$ cat config.mk
export PLATFORM = sky130hd
export DESIGN_NAME = spi_periph_master
export DESIGN_NICKNAME = d
export VERILOG_FILES = /design/src/rtl/spi_periph_pkg.sv /design/src/rtl/spi_half_tick.sv /design/src/rtl/spi_periph_master.sv
export SDC_FILE = /design/constraint.sdc
export NUM_CORES = 1
export LEC_CHECK = 0
export ABC_AREA = 1
export CAP_MARGIN = 20
export CORE_ASPECT_RATIO = 1.25
export CORE_MARGIN = 1
export CORE_UTILIZATION = 55
export CTS_CLUSTER_DIAMETER = 120
export CTS_CLUSTER_SIZE = 40
export DETAILED_ROUTE_END_ITERATION = 10
export GPL_ROUTABILITY_DRIVEN = 0
export PLACE_DENSITY = 0.85
export SLEW_MARGIN = 0
export SYNTH_ARGS = -nofsm -noshare
export SYNTH_HDL_FRONTEND = slang
export SYNTH_SLANG_ARGS = --single-unit
$ cat constraint.sdc
create_clock -name clk -period 4.3 [get_ports clk]
set_clock_uncertainty 0.1 [all_clocks]
set_input_delay 0.86 -clock clk [delete_from_list [all_inputs] [get_ports clk]]
set_output_delay 0.86 -clock clk [all_outputs]
set_load 0.02 [all_outputs]
$ cat src/rtl/spi_periph_pkg.sv
// Shared types and constants for the on-board SPI initiator.
package spi_periph_pkg;

    typedef enum logic [2:0] {
        IDLE,
        SETUP,
        LOW,
        HIGH,
        HOLD,
        GAP
    } state_t;

    localparam logic DEV_EEPROM = 1'b0;
    localparam logic DEV_ADT    = 1'b1;
    localparam int unsigned MAX_LEN = 16;

endpackage

$ cat src/rtl/spi_half_tick.sv
// Half-period timer: reloads on restart or after each tick, so every
// state entry starts a fresh CLK_DIV-cycle interval.
module spi_half_tick #(
    parameter int unsigned CLK_DIV = 4
) (
    input  logic clk,
    input  logic rst,
    input  logic restart,
    output logic tick
);

    localparam logic [7:0] RELOAD = 8'(CLK_DIV - 1);

    logic [7:0] cnt;

    always_ff @(posedge clk) begin
        if (rst || restart || cnt == '0) begin
            cnt <= RELOAD;
        end else begin
            cnt <= cnt - 8'd1;
        end
    end

    assign tick = (cnt == '0);

endmodule

$ cat src/rtl/spi_periph_master.sv
// SPI mode-3 initiator for the EEPROM and ADT7301 on a shared bus, with
// optional CS hold so multi-field transactions stay under one select.
module spi_periph_master #(
    parameter int unsigned CLK_DIV = 4,
    parameter int unsigned MAX_LEN = 16
) (
    input  logic               clk,
    input  logic               rst,
    input  logic               cmd_valid,
    output logic               cmd_ready,
    input  logic               cmd_dev,
    input  logic [4:0]         cmd_len,
    input  logic [MAX_LEN-1:0] cmd_wdata,
    input  logic               cmd_hold,
    output logic               rsp_valid,
    output logic [MAX_LEN-1:0] rsp_rdata,
    output logic               busy,
    output logic               spi_sclk,
    output logic               spi_mosi,
    input  logic               spi_miso,
    output logic               e2_cs_n,
    output logic               adt_cs_n
);

    import spi_periph_pkg::*;

    localparam logic [4:0] LEN_MAX = 5'(MAX_LEN);

    state_t             state;
    logic               dev;
    logic               hold;
    logic               pending;
    logic [4:0]         bit_cnt;
    logic [MAX_LEN-1:0] tx_sr;
    logic [MAX_LEN-1:0] rx_sr;
    logic [4:0]         len_c;
    logic [MAX_LEN-1:0] tx_aligned;
    logic               accept;
    logic               tick;

    assign accept = cmd_valid && cmd_ready;

    // Transmit word is left-aligned so the first bit is always the MSB.
    always_comb begin
        len_c      = (cmd_len > LEN_MAX) ? LEN_MAX : cmd_len;
        tx_aligned = cmd_wdata << (LEN_MAX - len_c);
    end

    spi_half_tick #(.CLK_DIV(CLK_DIV)) u_half_tick (
        .clk     (clk),
        .rst     (rst),
        .restart (accept),
        .tick    (tick)
    );

    always_ff @(posedge clk) begin
        if (rst) begin
            state     <= IDLE;
            cmd_ready <= 1'b0;
            rsp_valid <= 1'b0;
            rsp_rdata <= '0;
            busy      <= 1'b0;
            spi_sclk  <= 1'b1;
            spi_mosi  <= 1'b0;
            e2_cs_n   <= 1'b1;
            adt_cs_n  <= 1'b1;
            dev       <= DEV_EEPROM;
            hold      <= 1'b0;
            pending   <= 1'b0;
            bit_cnt   <= '0;
            tx_sr     <= '0;
            rx_sr     <= '0;
        end else begin
            rsp_valid <= 1'b0;
            unique case (state)
                IDLE: begin
                    cmd_ready <= 1'b1;
                    if (accept) begin
                        if (len_c == '0) begin
                            rsp_valid <= 1'b1;
                            rsp_rdata <= '0;
                        end else begin
                            dev       <= cmd_dev;
                            hold      <= cmd_hold;
                            bit_cnt   <= len_c;
                            tx_sr     <= tx_aligned;
                            rx_sr     <= '0;
                            state     <= SETUP;
                            cmd_ready <= 1'b0;
                            busy      <= 1'b1;
                            e2_cs_n   <= (cmd_dev != DEV_EEPROM);
                            adt_cs_n  <= (cmd_dev != DEV_ADT);
                        end
                    end
                end
                SETUP: begin
                    if (tick) begin
                        state    <= LOW;
                        spi_sclk <= 1'b0;
                        spi_mosi <= tx_sr[MAX_LEN-1];
                        tx_sr    <= tx_sr << 1;
                        bit_cnt  <= bit_cnt - 5'd1;
                    end
                end
                LOW: begin
                    if (tick) begin
                        state    <= HIGH;
                        spi_sclk <= 1'b1;
                        rx_sr    <= {rx_sr[MAX_LEN-2:0], spi_miso};
                    end
                end
                HIGH: begin
                    if (tick) begin
                        if (bit_cnt != '0) begin
                            state    <= LOW;
                            spi_sclk <= 1'b0;
                            spi_mosi <= tx_sr[MAX_LEN-1];
                            tx_sr    <= tx_sr << 1;
                            bit_cnt  <= bit_cnt - 5'd1;
                        end else begin
                            rsp_valid <= 1'b1;
                            rsp_rdata <= rx_sr;
                            if (hold) begin
                                state     <= HOLD;
                                cmd_ready <= 1'b1;
                                busy      <= 1'b0;
                            end else begin
                                state    <= GAP;
                                e2_cs_n  <= 1'b1;
                                adt_cs_n <= 1'b1;
                            end
                        end
                    end
                end
                HOLD: begin
                    if (accept) begin
                        cmd_ready <= 1'b0;
                        busy      <= 1'b1;
                        if (len_c == '0) begin
                            state     <= GAP;
                            e2_cs_n   <= 1'b1;
                            adt_cs_n  <= 1'b1;
                            rsp_valid <= 1'b1;
                            rsp_rdata <= '0;
                        end else if (cmd_dev == dev) begin
                            // CS already set up: first bit goes out immediately.
                            hold     <= cmd_hold;
                            rx_sr    <= '0;
                            state    <= LOW;
                            spi_sclk <= 1'b0;
                            spi_mosi <= tx_aligned[MAX_LEN-1];
                            tx_sr    <= tx_aligned << 1;
                            bit_cnt  <= len_c - 5'd1;
                        end else begin
                            dev      <= cmd_dev;
                            hold     <= cmd_hold;
                            bit_cnt  <= len_c;
                            tx_sr    <= tx_aligned;
                            rx_sr    <= '0;
                            pending  <= 1'b1;
                            state    <= GAP;
                            e2_cs_n  <= 1'b1;
                            adt_cs_n <= 1'b1;
                        end
                    end
                end
                GAP: begin
                    if (tick) begin
                        if (pending) begin
                            pending  <= 1'b0;
                            state    <= SETUP;
                            e2_cs_n  <= (dev != DEV_EEPROM);
                            adt_cs_n <= (dev != DEV_ADT);
                        end else begin
                            state     <= IDLE;
                            cmd_ready <= 1'b1;
                            busy      <= 1'b0;
                        end
                    end
                end
                default: state <= IDLE;
            endcase
        end
    end

endmodule

==> flow_metrics.py <==
metrics = {
    "outcome": {
        "run_status": "finished, final reports clean",
    },
    "critical_path": {
        "worst_setup_path_end_kind": "register",
        "timing.critical_path.slowest_stage_cell": "sky130_fd_sc_hd__clkdlybuf4s50_1",
        "cp_common_cell": "sky130_fd_sc_hd__nand2_1",
        "critical-path-max-stage-delay_ns": 0.50,
        "cp_data_required_time_ns": 4.51,
        "start_kind": "primary input",
        "critPathMaxFanout": 11,
        "worst-setup-path-type": "primary input to register",
        "cp_data_arrival_time_ns": 3.84,
        "cp_cell_sequence": "clkdlybuf4s50_1 -> nor2_1 -> nand2_1 -> nand2_1 -> nand2_1 -> ha_1 -> nand2_1 -> inv_1 -> ha_1 -> inv_1 -> nor2_2 -> inv_1 -> nor2_1 -> nand2_1 -> nand3_1 -> o21ai_1 -> inv_1",
    },
    "timing": {
        "finalCritPeriodShare_pct": 84.3,
        "slew_viol_final": 0,
        "final.setup.tns_ns": 0,
        "finalHoldViolations": 0,
        "fmax_achieved_ghz": 0.276,
        "finalWorstPathRequiredPeriod_ns": 3.63,
        "final.setup.worst_slack_ns": 0.675,
        "grt_setup_unrepaired": "false",
        "worst-slew-pin-transition_ns": 0.879,
        "max_slew_margin_pct": 41.2,
        "setup_viol_count_final": 0,
    },
    "global_route": {
        "first_global_vias": 4711,
        "groute.usage.overall_pct": 28.2,
        "wire_length_of_the_first_global_routing_pass_um": 19800,
        "overflow": 0,
        "grt_start_max_net_pins": 44,
        "initial_antenna_violation_count": 0,
    },
    "die": {
        "placeableCoreArea_um2": 7840,
        "initial_utilization_pct": 57.3,
        "die-area_um2": 8530,
        "ios": 50,
        "die_x_um": 82.8,
        "rows": 36,
        "die_y_um": 103,
    },
    "drt": {
        "detailedRoute.firstPassIterationCount": 6,
        "drc": 0,
        "wire_per_inst_um": 13.3,
        "dr.first_iter.drc_count": 287,
        "detailroute.via_count": 4916,
        "ant_nets": 0,
        "wl_um": 11600,
        "post_drt_via_cell_ratio": 5.65,
    },
    "clock_tree": {
        "cts-buffers-inserted": 9,
        "cts_hold_buf": 0,
        "cells_resized_by_post_cts_repair": 0,
        "clock_tree_from_tritoncts": "done",
        "cts_max_path_buffers": 2,
        "post-cts-setup-buffer-count": 0,
        "cts.clk_slew.worst_paths_ns": 0.08,
        "clkSinkCount": 74,
        "cts_max_level": 3,
        "clockRootBuffer": "sky130_fd_sc_hd__clkbuf_8",
        "latest_clock_arrival_within_the_worst_skew_pair_ns": 0.36,
    },
    "logic_synthesis": {
        "netlist_top_cells_area": "sky130_fd_sc_hd__dfxtp_1 33%, sky130_fd_sc_hd__nand2_1 17%, sky130_fd_sc_hd__nor2_1 8.7%",
        "avgSynthCellArea_um2": 6.12,
        "synth_seq_cells": 74,
        "synthCells": 734,
        "synth_warnings": 0,
        "synth-seq-area-share_pct": 33.0,
        "total_standard_cell_area_after_synthesis_um2": 4490,
        "yosys_most_used_dff": "sky130_fd_sc_hd__dfxtp_1",
        "synth_top_area_share_pct": 33.0,
        "synth_edf_count": 0,
        "net_count_after_synthesis": 768,
        "netlist.top_cell.by_area": "sky130_fd_sc_hd__dfxtp_1",
        "yosysUniqueCellTypes": 38,
        "ys_async_sr_fraction_pct": 0,
    },
    "power": {
        "vdd_ir_drop_max_mv": 0.391,
        "part_of_the_power_in_the_clock_network_pct": 20.7,
        "power_switching_w": 0.00125,
        "power_frac_seq_pct": 32.0,
        "leakage_nw": 2.33,
        "internal_power_w": 0.00161,
        "combPwrFrac_pct": 47.3,
        "power.density_nw_per_um2": 548,
        "post-layout-total-power_w": 0.00286,
        "swShare_pct": 43.6,
    },
    "final_layout": {
        "drive_gt1_share_pct": 6.19,
        "insertedDiodeCount": 0,
        "area_delta_synth_final_pct": 16.3,
        "postLayoutCoreUtil_pct": 66.7,
        "finish.net_count": 804,
    },
    "placement": {
        "buffer_ports.inserted": 49,
        "dpl_worst_slack_ns": 0.375,
        "post-dp-hpwl_um": 8300,
    },
    "worst_hold_path": {
        "worst_hold_check_path_type": "register to register",
    },
    "job": {
        "maxCapViolCount": 0,
    },
}
## synth_stat cells, types with 2 or more instances
cell type                    n
sky130_fd_sc_hd__a21oi_1    62
sky130_fd_sc_hd__buf_2      13
sky130_fd_sc_hd__buf_4       3
sky130_fd_sc_hd__clkbuf_1   13
sky130_fd_sc_hd__dfxtp_1    74
sky130_fd_sc_hd__ha_1        7
sky130_fd_sc_hd__inv_1      78
sky130_fd_sc_hd__inv_2       7
sky130_fd_sc_hd__nand2_1   199
sky130_fd_sc_hd__nand2_2     3
sky130_fd_sc_hd__nand3_1    59
sky130_fd_sc_hd__nand3b_1    2
sky130_fd_sc_hd__nand4_1    18
sky130_fd_sc_hd__nor2_1    104
sky130_fd_sc_hd__nor2_2      5
sky130_fd_sc_hd__nor2_4      3
sky130_fd_sc_hd__nor3_1      9
sky130_fd_sc_hd__o21ai_0    44
sky130_fd_sc_hd__o21ai_1     6
sky130_fd_sc_hd__o221ai_1    2
sky130_fd_sc_hd__o22ai_1     2
sky130_fd_sc_hd__o31ai_1     3
sky130_fd_sc_hd__or2_2       2
sky130_fd_sc_hd__xnor2_1     2
## per-layer routing
metal / global-route usage, % / share of wire [%] / vias to the layer above
li1: - / - / 2434
met1: 29.1 / 39 / 2206
met2: 51.3 / 50 / 210
met3: 4.80 / 5.4 / 66
met4: 22.7 / 5.3 / 0
met5: 0 / 0 / -
## power groups by stage
stage	logic [W]	clock network, W	registers [W]
3_5_place_dp	0.00133	0	0.000926
2_1_floorplan	0.000997	0	0.000941
5_1_grt	0.00153	0.000630	0.000928
4_1_cts	0.00134	0.000602	0.000913
6_report	0.00135	0.000592	0.000914
3_3_place_gp	0.00130	0	0.000924
## cell usage in the layout (no fill, tap or decap), types with 3 or more instances in the layout
master / netlist / layout
sky130_fd_sc_hd__nand2_1: 199 / 199
sky130_fd_sc_hd__nor2_1: 104 / 104
sky130_fd_sc_hd__inv_1: 78 / 78
sky130_fd_sc_hd__dfxtp_1: 74 / 74
sky130_fd_sc_hd__a21oi_1: 62 / 62
sky130_fd_sc_hd__nand3_1: 59 / 59
sky130_fd_sc_hd__clkdlybuf4s50_1: 0 / 49
sky130_fd_sc_hd__o21ai_0: 44 / 44
sky130_fd_sc_hd__nand4_1: 18 / 18
sky130_fd_sc_hd__nor3_1: 9 / 9
sky130_fd_sc_hd__clkbuf_8: 0 / 9
sky130_fd_sc_hd__inv_2: 7 / 7
sky130_fd_sc_hd__ha_1: 7 / 7
sky130_fd_sc_hd__o21ai_1: 6 / 6
sky130_fd_sc_hd__buf_4: 3 / 6
sky130_fd_sc_hd__nor2_2: 5 / 5
sky130_fd_sc_hd__o31ai_1: 3 / 3
sky130_fd_sc_hd__nand2_2: 3 / 3
sky130_fd_sc_hd__nor2_4: 3 / 3
sky130_fd_sc_hd__clkinvlp_4: 0 / 3
## flip-flops by register name, indices dropped and copies added (netlist names), 3 cells and up
signal and cells:
u_half_tick.cnt 8, state 3, rx_sr 16, tx_sr 16, bit_cnt 5, rsp_rdata 16
## cells by family (layout without fill, tap and decap cells)
kind of cell,count (synthesis),after routing,synth area share [%]
and+or+nand+nor,410,410,39.5
AOI/OAI and AO/OA,125,125,14.7
buffers and inverters,115,156,10.2
DFF,74,74,33.0
adders and majority gates,7,7,1.95
xor gates and xnor gates,3,3,0.585
## stage by stage
step	cell area, um^2	hold slack, ns	std cells
after floorplan	4490	0.266	734
after global placement	5000	0.275	854
after detailed placement	5000	0.282	854
after CTS	5220	0.299	870
after global routing	5220	0.324	870
final	5220	0.294	870
## layout make-up
cell class	count	area (um^2)
Fill cell	726	2610
Timing Repair Buffer	55	536
Multi-Input combinational cell	545	2550
Inverter	85	319
Clock inverter	6	91.3
Tap cell	95	119
Sequential cell	74	1480
Clock buffer	10	128
## critical path: cells and delay by family
family,cells,cell delay [ns]
AND/OR/NAND/NOR,9,1.29
AO/OA/AOI/OAI,1,0.06
adder cells (fa/ha/maj),2,0.72
buffers and inverters,5,0.94
## path summary, 6_finish.rpt
kind	from	to	slack [ns]	cells past startpoint
setup / recovery	cmd_len[2]	tx_sr[3]$_SDFFE_PP0P_	0.67	17
hold / removal	u_half_tick.cnt[0]$_SDFF_PP1_	u_half_tick.cnt[0]$_SDFF_PP1_	0.29	1
setup reg to reg	state[1]$_SDFFE_PP0P_	tx_sr[1]$_SDFFE_PP0P_	1.90	9
hold reg to reg	u_half_tick.cnt[0]$_SDFF_PP1_	u_half_tick.cnt[0]$_SDFF_PP1_	0.29	1
Power figures use the tool's default switching activity.
==> RTL change 1, RTL diff (config.mk and constraints unchanged) <==
`MAX_LEN` is set to 16 in 2 places; all go to 8.
--- a/src/rtl/spi_periph_pkg.sv
+++ b/src/rtl/spi_periph_pkg.sv
@@ -14,3 +14,3 @@
     localparam logic DEV_ADT    = 1'b1;
-    localparam int unsigned MAX_LEN = 16;
+    localparam int unsigned MAX_LEN = 8;
 
--- a/src/rtl/spi_periph_master.sv
+++ b/src/rtl/spi_periph_master.sv
@@ -4,3 +4,3 @@
     parameter int unsigned CLK_DIV = 4,
-    parameter int unsigned MAX_LEN = 16
+    parameter int unsigned MAX_LEN = 8
 ) (
Ports: changed (resized cmd_wdata and rsp_rdata); port bits go from 50 to 34. The function was not compared with the original's and may differ.
==> RTL change 1 against the unedited design <==
Synthesized cell count is 33% lower; wire length down 37%; register-to-register slack better by 340 ps; via count fell by 34%; area after synthesis decreased by 29%; worst setup slack improved by 340 ps; sequential share of layout area shrank 0.77 points; critical path depth is 6 lower; final area shrank 31%; sequential cell count down 24; power down 25%; count of clock-buffer cells in the layout decreased by 5; largest cell class unchanged.
==> RTL change 1: results (changes against the unedited design) <==
\begin{tabular}{lr}
\hline
Metric & Value \\
\hline
\multicolumn{2}{l}{\textbf{Global route}} \\
\quad Maximum number of pins on one net before global-route repair & 23 (-48\%) \\
\quad Via count of the first global-routing pass & 2829 (-40\%) \\
\quad Global routing usage on met3 & 2.66\% (-2.1 points) \\
\quad Wire length of the first global-routing pass & 12300 um (-38\%) \\
\quad Met1 track demand over resource & 27.6\% (-1.4 points) \\
\quad Overall routing resource usage & 24.7\% (-3.5 points) \\
\quad Met2 usage in global routing & 47.2\% (-4.1 points) \\
\multicolumn{2}{l}{\textbf{Worst setup path}} \\
\quad Worst-path maximum fanout & 13 (+2) \\
\quad Startpoint of the most critical setup path & cmd\_len[3] \\
\quad Cell at the slowest stage of the critical path & sky130\_fd\_sc\_hd\_\_nor2\_1 \\
\quad Data arrival time of the critical path & 3420 ps (-420 ps) \\
\quad Maximum cell stage delay along the critical path & 480 ps (-20 ps) \\
\quad RR Startpoint & u\_half\_tick.cnt[0] \\
\quad Timing endpoint of the critical path & spi\_mosi \\
\multicolumn{2}{l}{\textbf{Finish}} \\
\quad Buffer share of cell area & 9.31\% (-0.94 points) \\
\quad Fill cell count & 500 (-31\%) \\
\quad Count of inverters other than clock inverters in the layout & 61 (-28\%) \\
\quad Multi-Input Combinational & 370 (-32\%) \\
\quad Nets & 547 (-32\%) \\
\quad Area of the multi-input gates & 1890 um\^{}2 (-26\%) \\
\quad Multi-input combinational area share & 52.1\% (+3.3 points) \\
\multicolumn{2}{l}{\textbf{Detailed routing}} \\
\quad Wire length on met2 & 3760 um (-35\%) \\
\quad Routed WL & 7260 um (-37\%) \\
\quad Detail Route met3 WL & 287 um (-54\%) \\
\quad Number of search-and-repair iterations in the first detailed-routing pass & 4 (-2) \\
\quad Wl on met1 & 3030 um (-33\%) \\
\multicolumn{2}{l}{\textbf{Pwr}} \\
\quad Clk pwr & 0.268 mW (-55\%) \\
\quad Largest voltage drop on the vdd net & 0.266 mV (-32\%) \\
\quad Switching share of power & 47.1\% (+3.5 points) \\
\multicolumn{2}{l}{\textbf{STA}} \\
\quad Final WS setup & 1020 ps (+344 ps) \\
\multicolumn{2}{l}{\textbf{Placed design}} \\
\quad Area post-placement & 3540 um\^{}2 (-29\%) \\
\quad Setup slack at placement & 736 ps (+360 ps) \\
\multicolumn{2}{l}{\textbf{Synth}} \\
\quad Syn\_nets & 517 (-33\%) \\
\quad Post-synthesis sequential area ratio & 31.4\% (-1.6 points) \\
\quad Main area contributors after synthesis & sky130\_fd\_sc\_hd\_\_dfxtp\_1 31\%, sky130\_fd\_sc\_hd\_\_nand2\_1 13\%, sky130\_fd\_sc\_hd\_\_nand3\_1 9.3\% \\
\quad Syn Inst Count & 492 (-33\%) \\
\multicolumn{2}{l}{\textbf{Clock network}} \\
\quad Maximum level of the CTS H-tree & 2 (-1) \\
\quad Sink count of the clock tree & 50 (-32\%) \\
\quad Clock network latency to the later pin of the worst-skew pair & 310 ps (-50 ps) \\
\multicolumn{2}{l}{\textbf{Status}} \\
\quad Result of the run & complete, no violations \\
\hline
\end{tabular}
RTL change 1: changes by cell type after synthesis, moves of 4 or more:
cell	before	now
sky130_fd_sc_hd__clkbuf_1	13	6
sky130_fd_sc_hd__inv_1	78	52
sky130_fd_sc_hd__a21oi_1	62	40
sky130_fd_sc_hd__nor3_1	9	4
sky130_fd_sc_hd__nand2_4	1	5
sky130_fd_sc_hd__dfxtp_1	74	50
sky130_fd_sc_hd__nand2_1	199	112
sky130_fd_sc_hd__nor2_1	104	62
sky130_fd_sc_hd__buf_2	13	4
sky130_fd_sc_hd__o21ai_0	44	23
sky130_fd_sc_hd__o21ai_1	6	1
sky130_fd_sc_hd__nand4_1	18	14
RTL change 1: cells by family after synthesis:
logic type	Yosys count	share of synthesized area, %
AO/OA/AOI/OAI	75	12.8
AND/OR/NAND/NOR	285	43.2
flip-flops	50	31.4
adder cells (fa/ha/maj)	6	2.36
XOR/XNOR	4	1.10
buffers and inverters	72	9.16
==> RTL change 2, RTL diff (config.mk and constraints unchanged) <==
Made on the original files. Make the reset (`rst`) asynchronous in one clocked block.
--- a/src/rtl/spi_periph_master.sv
+++ b/src/rtl/spi_periph_master.sv
@@ -55,3 +55,3 @@
 
-    always_ff @(posedge clk) begin
+    always_ff @(posedge clk or posedge rst) begin
         if (rst) begin
Formal check against the unedited RTL: differs if rst is asserted again (counterexample within 4 cycles, from zero or initial values and one cycle with rst high); with rst held inactive, the same outputs for 4 cycles.
==> RTL change 2 against the unedited design <==
Critical path depth grew 1; wire length shrank 0.72%; non-clock buffer count grew 4; core utilization shrank 0.25 points; global-route usage shrank 0.63 points; sequential cell count is the same; sequential power grew 16%; die area grew 5.3%; worst setup slack lost 55 ps; final area grew 5.3%; area after synthesis grew 5.5%; power grew 16%; via count shrank 5.9%; critical path type unchanged; largest power group unchanged; highest routed layer unchanged.
==> RTL change 2: results (changes against the unedited design) <==
\begin{tabular}{lr}
\hline
Metric & Value \\
\hline
\multicolumn{2}{l}{\textbf{Detailed routing}} \\
\quad Number of violations reported at the end of detailed-routing iteration 0 & 231 (-20\%) \\
\quad Number of search-and-repair iterations in the first detailed-routing pass & 5 (-1) \\
\quad Routed WL & 11500 um (-0.72\%) \\
\multicolumn{2}{l}{\textbf{Global route}} \\
\quad Met1 track demand over resource & 30.2\% (+1.2 points) \\
\quad Via count of the first global-routing pass & 4547 (-3.5\%) \\
\quad Overall routing resource usage & 27.6\% (-0.63 points) \\
\multicolumn{2}{l}{\textbf{Pwr}} \\
\quad Largest voltage drop on the vdd net & 0.332 mV (-15\%) \\
\quad Leakage component of the power & 2.77 nW (+19\%) \\
\quad Internal cell power & 1.79 mW (+11\%) \\
\quad Part of the total power dissipated in the clock network & 17.3\% (-3.4 points) \\
\multicolumn{2}{l}{\textbf{Worst setup path}} \\
\quad Data arrival time of the critical path & 3830 ps (about the same) \\
\quad Worst-path maximum fanout & 17 (+6) \\
\quad R2r setup slk & 1600 ps (-300 ps) \\
\quad Startpoint of the most critical setup path & cmd\_len[0] \\
\quad Number of cells on the worst reg-to-reg path & 10 (+1) \\
\quad Timing endpoint of the critical path & tx\_sr[1] \\
\quad Maximum cell stage delay along the critical path & 530 ps (+30 ps) \\
\quad Worst reg2reg path endpoint & tx\_sr[15] \\
\multicolumn{2}{l}{\textbf{Finish}} \\
\quad Fraction of layout cells with a size suffix above 1 & 10.6\% (+4.4 points) \\
\quad Fill cell count & 695 (-4.3\%) \\
\quad Nets & 757 (-5.8\%) \\
\multicolumn{2}{l}{\textbf{STA}} \\
\quad Transition time at the pin with the least slew margin & 852 ps (-27.1 ps) \\
\multicolumn{2}{l}{\textbf{Status}} \\
\quad Result of the run & complete, no violations \\
\multicolumn{2}{l}{\textbf{Synth}} \\
\quad Post-synthesis share of cell area spent on xor and xnor gates & 0.555\% (-0.030 points) \\
\quad Complex-gate fraction of the synthesized area & 9.80\% (-4.9 points) \\
\quad Syn\_nets & 708 (-7.8\%) \\
\quad Share of cell area taken by muxes after synthesis & 3.80\% (+3.8 points) \\
\quad Post-synthesis sequential area ratio & 38.3\% (+5.3 points) \\
\quad Most used DFF post-synth & sky130\_fd\_sc\_hd\_\_dfrtp\_1 \\
\quad Most numerous cell types in the synthesized netlist & 167 x sky130\_fd\_sc\_hd\_\_nand2\_1, 94 x sky130\_fd\_sc\_hd\_\_inv\_1, 90 x sky130\_fd\_sc\_hd\_\_nand3\_1, 70 x sky130\_fd\_sc\_hd\_\_nor2\_1, 63 x sky130\_fd\_sc\_hd\_\_dfrtp\_1 \\
\multicolumn{2}{l}{\textbf{Placed design}} \\
\quad Detail Placement HPWL & 8510 um (+2.5\%) \\
\hline
\end{tabular}
==> RTL change 2: per-stage QoR <==
stage	cell area [um^2]	worst slack, ps	hold slack (ps)	cells	power [mW]
finish	5500	620	308	825	3.31
global route	5500	346	326	825	3.57
CTS	5500	664	305	825	3.30
detailed placement	5300	311	277	809	2.71
global placement	5300	468	275	809	2.64
floorplan	4740	1130	266	674	2.30
==> RTL change 2: worst reg2reg max path, stage by stage (launching register included) <==
cell	delay [ps]
sky130_fd_sc_hd__dfrtp_1	480
sky130_fd_sc_hd__nor2_2	500
sky130_fd_sc_hd__buf_4	290
sky130_fd_sc_hd__nand2_1	120
sky130_fd_sc_hd__a21oi_1	220
sky130_fd_sc_hd__a21oi_1	100
sky130_fd_sc_hd__nand3_2	210
sky130_fd_sc_hd__inv_2	170
sky130_fd_sc_hd__or2_2	300
sky130_fd_sc_hd__nand2_1	70
sky130_fd_sc_hd__inv_1	40
==> RTL change 2: logic make-up after synthesis <==
family                   after synthesis
flip-flops                            74
XOR/XNOR                               3
buffers and inverters                125
AND/OR/NAND/NOR                      366
adder cells (fa/ha/maj)                7
AO/OA/AOI/OAI                         83
multiplexers                          16
==> RTL change 2: layout make-up <==
class | count | area (um^2) | area share [%]
Tap cell | 97 | 121 | 2.21
Clock inverter | 7 | 82.6 | 1.50
Sequential cell | 74 | 1820 | 33.0
Timing Repair Buffer | 59 | 566 | 10.3
Inverter | 104 | 390 | 7.09
Clock buffer | 9 | 124 | 2.25
Multi-Input combinational cell | 475 | 2400 | 43.7
==> RTL change 2: routing by layer <==
metal  part of all wire [%]  routed length [um]
met1                     38                4420
met4                    4.6                 525
met2                     51                5900
met3                    5.6                 642
met5                      0                   0
